<file path="src/rtl/tx_frame_packer_if.sv">
// Sample-in / UART-out bundle for tx_frame_packer.
// master = sample source plus UART side; slave = the packer.
interface tx_frame_packer_if;
  logic        sample_valid;
  logic [15:0] sample;
  logic        sample_ready;
  logic        tx_busy;
  logic        tx_start;
  logic [7:0]  tx_data;
  logic        frame_busy;
  logic        frame_done;
  logic        tx_error;
  logic [7:0]  drop_count;

  modport master (
    output sample_valid, sample, tx_busy,
    input  sample_ready, tx_start, tx_data, frame_busy, frame_done, tx_error, drop_count
  );

  modport slave (
    input  sample_valid, sample, tx_busy,
    output sample_ready, tx_start, tx_data, frame_busy, frame_done, tx_error, drop_count
  );
endinterface

</file>
<file path="src/rtl/tx_frame_packer.sv">
// Packs one 16-bit sample into a 5-byte UART frame: SYNC, SEQ, MSB, LSB, CHK.
// Each byte goes out through the UART tx_start/tx_busy handshake.
module tx_frame_packer #(
  parameter logic [7:0]  SYNC_BYTE     = 8'hA5,
  parameter int unsigned START_TIMEOUT = 16
) (
  input  logic clk,
  input  logic reset,
  tx_frame_packer_if.slave bus
);

  typedef enum logic [2:0] {
    S_IDLE, S_LOAD, S_START, S_WAIT_HI, S_WAIT_LO, S_NEXT
  } state_t;

  localparam int unsigned CW = $clog2(START_TIMEOUT + 1);

  state_t      r_state;
  state_t      w_next;
  logic [15:0] r_sample;
  logic [7:0]  r_chk;
  logic [7:0]  r_seq;
  logic [7:0]  r_tx_data;
  logic [7:0]  r_drop;
  logic [2:0]  r_idx;
  logic [CW-1:0] r_cnt;
  logic        r_err;

  logic        w_accept;
  logic        w_last;
  logic        w_cnt_hit;
  logic [7:0]  w_byte;

  assign w_accept  = bus.sample_valid && (r_state == S_IDLE);
  assign w_last    = (r_idx == 3'd4);
  // Hit on the WAIT_HI cycle that brings the count up to START_TIMEOUT.
  assign w_cnt_hit = (r_cnt == CW'(START_TIMEOUT - 1));

  always_comb begin
    w_next = r_state;
    unique case (r_state)
      S_IDLE:    if (bus.sample_valid) w_next = S_LOAD;
      S_LOAD:    if (!bus.tx_busy) w_next = S_START;
      S_START:   w_next = S_WAIT_HI;
      S_WAIT_HI: begin
        if (bus.tx_busy)    w_next = S_WAIT_LO;
        else if (w_cnt_hit) w_next = S_NEXT;
      end
      S_WAIT_LO: if (!bus.tx_busy) w_next = S_NEXT;
      S_NEXT:    w_next = w_last ? S_IDLE : S_LOAD;
      default:   w_next = S_IDLE;
    endcase
  end

  always_comb begin
    w_byte = SYNC_BYTE;
    case (r_idx)
      3'd1:    w_byte = r_seq;
      3'd2:    w_byte = r_sample[15:8];
      3'd3:    w_byte = r_sample[7:0];
      3'd4:    w_byte = r_chk;
      default: w_byte = SYNC_BYTE;
    endcase
  end

  always_ff @(posedge clk) begin
    if (reset) begin
      r_state   <= S_IDLE;
      r_sample  <= '0;
      r_chk     <= '0;
      r_seq     <= '0;
      r_tx_data <= '0;
      r_drop    <= '0;
      r_idx     <= '0;
      r_cnt     <= '0;
      r_err     <= 1'b0;
    end else begin
      r_state <= w_next;

      if (w_accept) begin
        r_sample <= bus.sample;
        r_chk    <= r_seq ^ bus.sample[15:8] ^ bus.sample[7:0];
      end

      if (bus.sample_valid && (r_state != S_IDLE) && (r_drop != 8'hFF))
        r_drop <= r_drop + 8'd1;

      if (r_state == S_LOAD)
        r_tx_data <= w_byte;

      if (r_state == S_START) begin
        r_cnt <= '0;
      end else if ((r_state == S_WAIT_HI) && !bus.tx_busy) begin
        r_cnt <= r_cnt + 1'b1;
        if (w_cnt_hit) r_err <= 1'b1;
      end

      if (r_state == S_NEXT) begin
        if (w_last) begin
          r_idx <= '0;
          r_seq <= r_seq + 8'd1;
        end else begin
          r_idx <= r_idx + 3'd1;
        end
      end
    end
  end

  assign bus.sample_ready = (r_state == S_IDLE);
  assign bus.tx_start     = (r_state == S_START);
  assign bus.tx_data      = r_tx_data;
  assign bus.frame_busy   = (r_state != S_IDLE);
  assign bus.frame_done   = (r_state == S_NEXT) && w_last;
  assign bus.tx_error     = r_err;
  assign bus.drop_count   = r_drop;

endmodule

</file>
<file path="src/flat_wrapper.sv">
// flat-port wrapper written by rule: the top's interface ports become plain ports
module tx_frame_packer_flat 
#(
  parameter logic [7:0]  SYNC_BYTE     = 8'hA5,
  parameter int unsigned START_TIMEOUT = 16
)
  (clk, reset, bus_sample_valid, bus_sample, bus_tx_busy, bus_sample_ready, bus_tx_start, bus_tx_data, bus_frame_busy, bus_frame_done, bus_tx_error, bus_drop_count);
  tx_frame_packer_if bus_i ();
  input  logic clk;
  input  logic reset;
  input wire logic [$bits(bus_i.sample_valid)-1:0] bus_sample_valid;
  input wire logic [$bits(bus_i.sample)-1:0] bus_sample;
  input wire logic [$bits(bus_i.tx_busy)-1:0] bus_tx_busy;
  output wire logic [$bits(bus_i.sample_ready)-1:0] bus_sample_ready;
  output wire logic [$bits(bus_i.tx_start)-1:0] bus_tx_start;
  output wire logic [$bits(bus_i.tx_data)-1:0] bus_tx_data;
  output wire logic [$bits(bus_i.frame_busy)-1:0] bus_frame_busy;
  output wire logic [$bits(bus_i.frame_done)-1:0] bus_frame_done;
  output wire logic [$bits(bus_i.tx_error)-1:0] bus_tx_error;
  output wire logic [$bits(bus_i.drop_count)-1:0] bus_drop_count;
  assign bus_i.sample_valid = bus_sample_valid;
  assign bus_i.sample = bus_sample;
  assign bus_i.tx_busy = bus_tx_busy;
  assign bus_sample_ready = bus_i.sample_ready;
  assign bus_tx_start = bus_i.tx_start;
  assign bus_tx_data = bus_i.tx_data;
  assign bus_frame_busy = bus_i.frame_busy;
  assign bus_frame_done = bus_i.frame_done;
  assign bus_tx_error = bus_i.tx_error;
  assign bus_drop_count = bus_i.drop_count;
  tx_frame_packer #(.SYNC_BYTE(SYNC_BYTE), .START_TIMEOUT(START_TIMEOUT)) u_core (.clk(clk), .reset(reset), .bus(bus_i));
endmodule
</file>
<file path="config.mk">
export PLATFORM = sky130hd
export DESIGN_NAME = tx_frame_packer_flat
export DESIGN_NICKNAME = d
export VERILOG_FILES = /design/src/rtl/tx_frame_packer_if.sv /design/src/rtl/tx_frame_packer.sv /design/src/flat_wrapper.sv
export SDC_FILE = /design/constraint.sdc
export NUM_CORES = 1
export LEC_CHECK = 0
export CORE_UTILIZATION = 50
export DETAILED_ROUTE_END_ITERATION = 8
export GPL_TIMING_DRIVEN = 0
export PLACE_DENSITY = 0.78
export SYNTH_ARGS = -nofsm -noshare
export SYNTH_HDL_FRONTEND = slang
export SYNTH_SLANG_ARGS = --single-unit
</file>
<file path="constraint.sdc">
create_clock -name clk -period 3.6 [get_ports clk]
set_clock_uncertainty 0.05 [all_clocks]
set_input_delay 0.54 -clock clk [delete_from_list [all_inputs] [get_ports clk]]
set_output_delay 0.54 -clock clk [all_outputs]
set_load 0.005 [all_outputs]
</file>
# After elaboration in Yosys (flattened, before gate mapping)

Index checks and enable logic that the tools add are counted.

Output and inout bits: 21
Register bits after elaboration: 60
Logic and storage cells: 52

Reductions and logical operators: 12
$add $sub $neg: 4
Muxes and demuxes: 9
Bitwise gates (word level): 3
Eq/ne operators: 15

Operators by type and width:

| kind                                                                    | count |
|---|---|
| 8-bit case mux with 4 select lines                                      | 1 |
| 3-bit two-way mux                                                       | 6 |
| 3-bit case mux with 6 select lines                                      | 1 |
| 8-bit by 1-bit adder with 8-bit output, second input constant           | 2 |
| 8-bit XOR                                                               | 2 |
| 3-bit by 2-bit equality test with 1-bit output, second input constant   | 4 |
| 3-bit equality test, second input constant                              | 3 |
| 8-bit inequality test, second input constant                            | 1 |
| 3-bit by 1-bit equality test with 1-bit output, second input constant   | 2 |
| 2-bit inequality test, second input constant                            | 3 |
| 5-bit by 1-bit adder with 5-bit output, second input constant           | 1 |
| 5-bit by 4-bit equality test with 1-bit output, second input constant   | 1 |
| 1-bit logical AND                                                       | 5 |
| 4-bit AND reduction                                                     | 1 |
| 3-bit by 1-bit adder with 3-bit output, second input constant           | 1 |
| 3-bit logical NOT                                                       | 1 |
| 3-bit by 2-bit inequality test with 1-bit output, second input constant | 1 |
| 3-bit AND reduction                                                     | 1 |
| 3-bit nonzero test                                                      | 1 |
| 2-bit AND reduction                                                     | 1 |
| 2-bit OR reduction                                                      | 1 |
| 1-bit logical NOT                                                       | 1 |
| 1-bit two-way mux                                                       | 1 |
| 1-bit NOT                                                               | 1 |

# Depth between registers and ports, before layout

Depth in word-level cells: 4
Depth in mapped cells: 8
Mapped depth without buffers: 6

# Worst setup path before layout

No wires, ideal clock.

Path kind: register to register
Start: register u_core.r_idx[2]
End: register u_core.r_tx_data[2], in the netlist u_core.bus.tx_data[2]
Required time: 3.459 ns
Stages on the path, launching flop included: 8
Clock period less this slack: 1.632 ns
Path buffers: 2
Data arrival time: 1.491 ns
Slack: 1.968 ns
Cells stage by stage: dfxtp_1 > buf_2 > inv_1 > ha_1 > buf_1 > a21oi_1 > a21oi_4 > a311oi_1

Cells in the longest elaborated chain, start to end: 2

Ends and longest elaborated chain:

| item                                        | line                   | text |
|---|---|---|
| start: declaration                          | tx_frame_packer.sv:25  | `logic [2:0] r_idx;` |
| start signal: assignment                    | tx_frame_packer.sv:103 | `r_idx <= r_idx + 3'd1;` |
| 3-bit equality test (tied with other cells) | tx_frame_packer.sv:57  | `case (r_idx)` |
| 8-bit case mux with 4 select lines (*)      | tx_frame_packer.sv:57  |  |
| end signal: assignment                      | tx_frame_packer.sv:89  | `r_tx_data <= w_byte;` |
| end: declaration                            | tx_frame_packer.sv:23  | `logic [7:0] r_tx_data;` |

Every way passes the cells marked *; elsewhere a longest branch is shown, timed or not.
A chain may end at the register's enable or synchronous reset.

# Worst setup path after layout

Start: register u_core.r_idx[0]
End: output bus_frame_done

Cells in the longest elaborated chain, start to end: 2

Ends and longest elaborated chain:

| item                | line                   | text |
|---|---|---|
| 3-bit equality test | tx_frame_packer.sv:35  | `assign w_last = (r_idx == 3'd4);` |
| 1-bit logical AND   | tx_frame_packer.sv:113 | `assign bus.frame_done = (r_state == S_NEXT) && w_last;` |
| end: declaration    | flat_wrapper.sv:18     | `output wire logic [$bits(bus_i.frame_done)-1:0] bus_frame_done;` |

No other way between the ends.

==> results.cfg <==
[cts]
ctsResizeCount = 0
cts_num_sinks = 60
cts_tree = built
root_buffer = clkbuf_8
insertion_delay_ps = 340
clkTransAtPathRegs_ps = 70
cts_buffer_depth = 2
htreeDepth = 3
hold_buffers = 0
cts_buffers = 9
cts_setup_buffers = 0

[logic_synthesis]
ys_async_sr_fraction = 0
ys_top_cells_by_count = 60 x dfxtp_1, 59 x nand2_1, 47 x a21oi_1
synth_most_common_cell = dfxtp_1
avgSynthCellArea_sq_um = 8.33
synth-edff-count = 0
synthCells = 349
yosys_warnings = 0
synth_ff_type = dfxtp_1
synth_top_cell_by_area = dfxtp_1
synth.distinct_cells = 40
netlist_area_sq_mm = 0.00291
yosysSeqAreaShare = 0.413
synthTopCellsByArea = dfxtp_1 41%, a21oi_1 8.1%, nand2_1 7.6%
syn-num-nets = 378
synth_top_area_share = 0.413
synth-seq-cells = 60

[power_and_ir_drop]
power.total_mw = 1.45
pwr_density_cell_mw_per_mm2 = 405
netSwitchingFraction = 0.258
leakage_nw = 1.24
p_sw_uw = 373
max-vdd-ir-drop_uv = 242
p_clk_frac = 0.371
comb_power_share = 0.136
internal-power_mw = 1.07
p_seq_frac = 0.494

[final_layout]
layout.nets = 429
flow.area_growth_from_synthesis_pct = 22.7
num_antenna_cells = 0
filler_cell_count = 497
finish.utilization = 0.644
drive_gt1_frac = 0.0842

[sta]
rsz0062_at_grt = no
fin_ws_ps = 957
worst_pin_slew_ps = 601
holdWs_ps = 406
final.period_utilization = 0.734
maxSlewViolCount = 0
setup_violations = 0
fmax_mhz = 378
hold_violations = 0
fin_crit_ps = 2640
tns_ps = 0
relSlewSlack = 0.599

[setup_path]
critPathRequiredTime_ps = 3010
start_kind = register
path_max_fanout = 6
crit_path_end_kind = primary output
rrSetupSlack_ps = 1550
arrival_ps = 2050
worstSetupPathType = register to primary output

[floorplan]
fp.coreArea_sq_mm = 0.00554
die_area_sq_mm = 0.00612
rows = 27
die_w_um = 78.3
ios = 41
initial_core_util = 0.525
die_y_um = 78.3

[detailed_routing]
num_vias = 2613
drc = 0
via_per_inst = 5.49
ant_nets = 0
drtIter0Drc = 170
wl_um = 6850
wl_per_cell_um = 14.4
first_pass_iters = 4

[outcome]
outcome = complete, no violations

[place]
io_buffer_count = 40
dpl_worst_slack_ps = 1350
hpwlAfterDp_um = 4830
globalplace.congestion = 0.834

[global_routing]
grt_pass1_vias = 2456
grt_max_degree = 11
grt_pass1_wl_um = 11600
grt.overflow.total = 0
antenna_found_initial = 0
grtUsageTotal = 0.246

[hold_path]
hp-class = register to register

[flow_run]
drv_cap = 0
==> flip-flops by register name, summed over array words and instances (netlist names) <==
signal and flops:
u_core.r_state 3, u_core.r_seq 8, u_core.bus.tx_error 1, u_core.bus.tx_data 8, u_core.r_cnt 5, u_core.r_sample 16, u_core.bus.drop_count 8, u_core.r_idx 3
u_core.r_chk 8
==> power groups by stage <==
stage	registers, mW	clock network [mW]	logic (mW)
6_report	0.714	0.536	0.196
4_1_cts	0.714	0.538	0.196
5_1_grt	0.718	0.574	0.219
2_1_floorplan	0.726	0	0.118
3_5_place_dp	0.729	0	0.195
3_3_place_gp	0.727	0	0.192
==> worst paths after layout <==
kind,startpoint,depth (start not counted),endpoint
worst max-delay path,u_core.r_idx[0],5,bus_frame_done
worst min register to register,u_core.r_chk[4],2,u_core.r_chk[4]
worst min-delay path,u_core.r_chk[4],2,u_core.r_chk[4]
worst max register to register,u_core.r_idx[2],8,u_core.bus.tx_data[4]
==> layout make-up <==
| class | instances | area [sq um] | share of cell area |
|---|---|---|---|
| Multi-Input combinational cell | 257 | 1550 | 0.435 |
| Sequential cell | 60 | 1200 | 0.337 |
| Timing Repair Buffer | 40 | 400 | 0.112 |
| Clock buffer | 13 | 159 | 0.0445 |
| Buffer | 21 | 115 | 0.0323 |
| Tap cell | 72 | 90.1 | 0.0253 |
| Inverter | 11 | 41.3 | 0.0116 |
| Clock inverter | 2 | 10.0 | 0.00281 |
==> worst max-delay path: stages, from the launching register on <==
cell	delay, ps
dfxtp_1	360
inv_1	90
ha_1	290
nand2_1	180
nor2_1	240
clkdlybuf4s50_1	550
==> per-stage QoR <==
step | area [sq um] | instances
2_1_floorplan | 2910 | 349
3_3_place_gp | 3400 | 461
3_5_place_dp | 3400 | 461
4_1_cts | 3570 | 476
5_1_grt | 3570 | 476
6_report | 3570 | 476
==> cell usage in the layout, fill, tap and decap left out, types with 7 or more instances in the layout <==
| cell type | n |
|---|---|
| clkdlybuf4s50_1 | 40 |
| clkbuf_1 | 11 |
| ha_1 | 9 |
| inv_1 | 11 |
| nand2_1 | 59 |
| a22oi_1 | 9 |
| xnor2_1 | 24 |
| o21ai_0 | 7 |
| a21oi_1 | 47 |
| nand3_1 | 10 |
| dfxtp_1 | 60 |
| clkbuf_8 | 11 |
| nor2_1 | 28 |
| nor3_1 | 7 |
==> logic make-up (layout without fill, tap and decap cells) <==
family | Yosys count | count (layout) | share of synthesized area
xor+xnor | 27 | 27 | 0.0813
compound gates | 88 | 88 | 0.188
fa+ha+maj | 9 | 9 | 0.0387
flops | 60 | 60 | 0.413
simple gates | 131 | 131 | 0.219
buf+inv | 32 | 87 | 0.0538
mux | 2 | 2 | 0.00688
==> per-layer routing <==
layer | GRT usage | up-vias | part of all wire
li1 | - | 1307 | -
met2 | 0.412 | 79 | 0.49
met1 | 0.309 | 1220 | 0.44
met4 | 0.113 | 0 | 0.012
met3 | 0.0395 | 7 | 0.052
met5 | 0 | - | 0
Note: power is estimated with default switching activity, not from simulation.
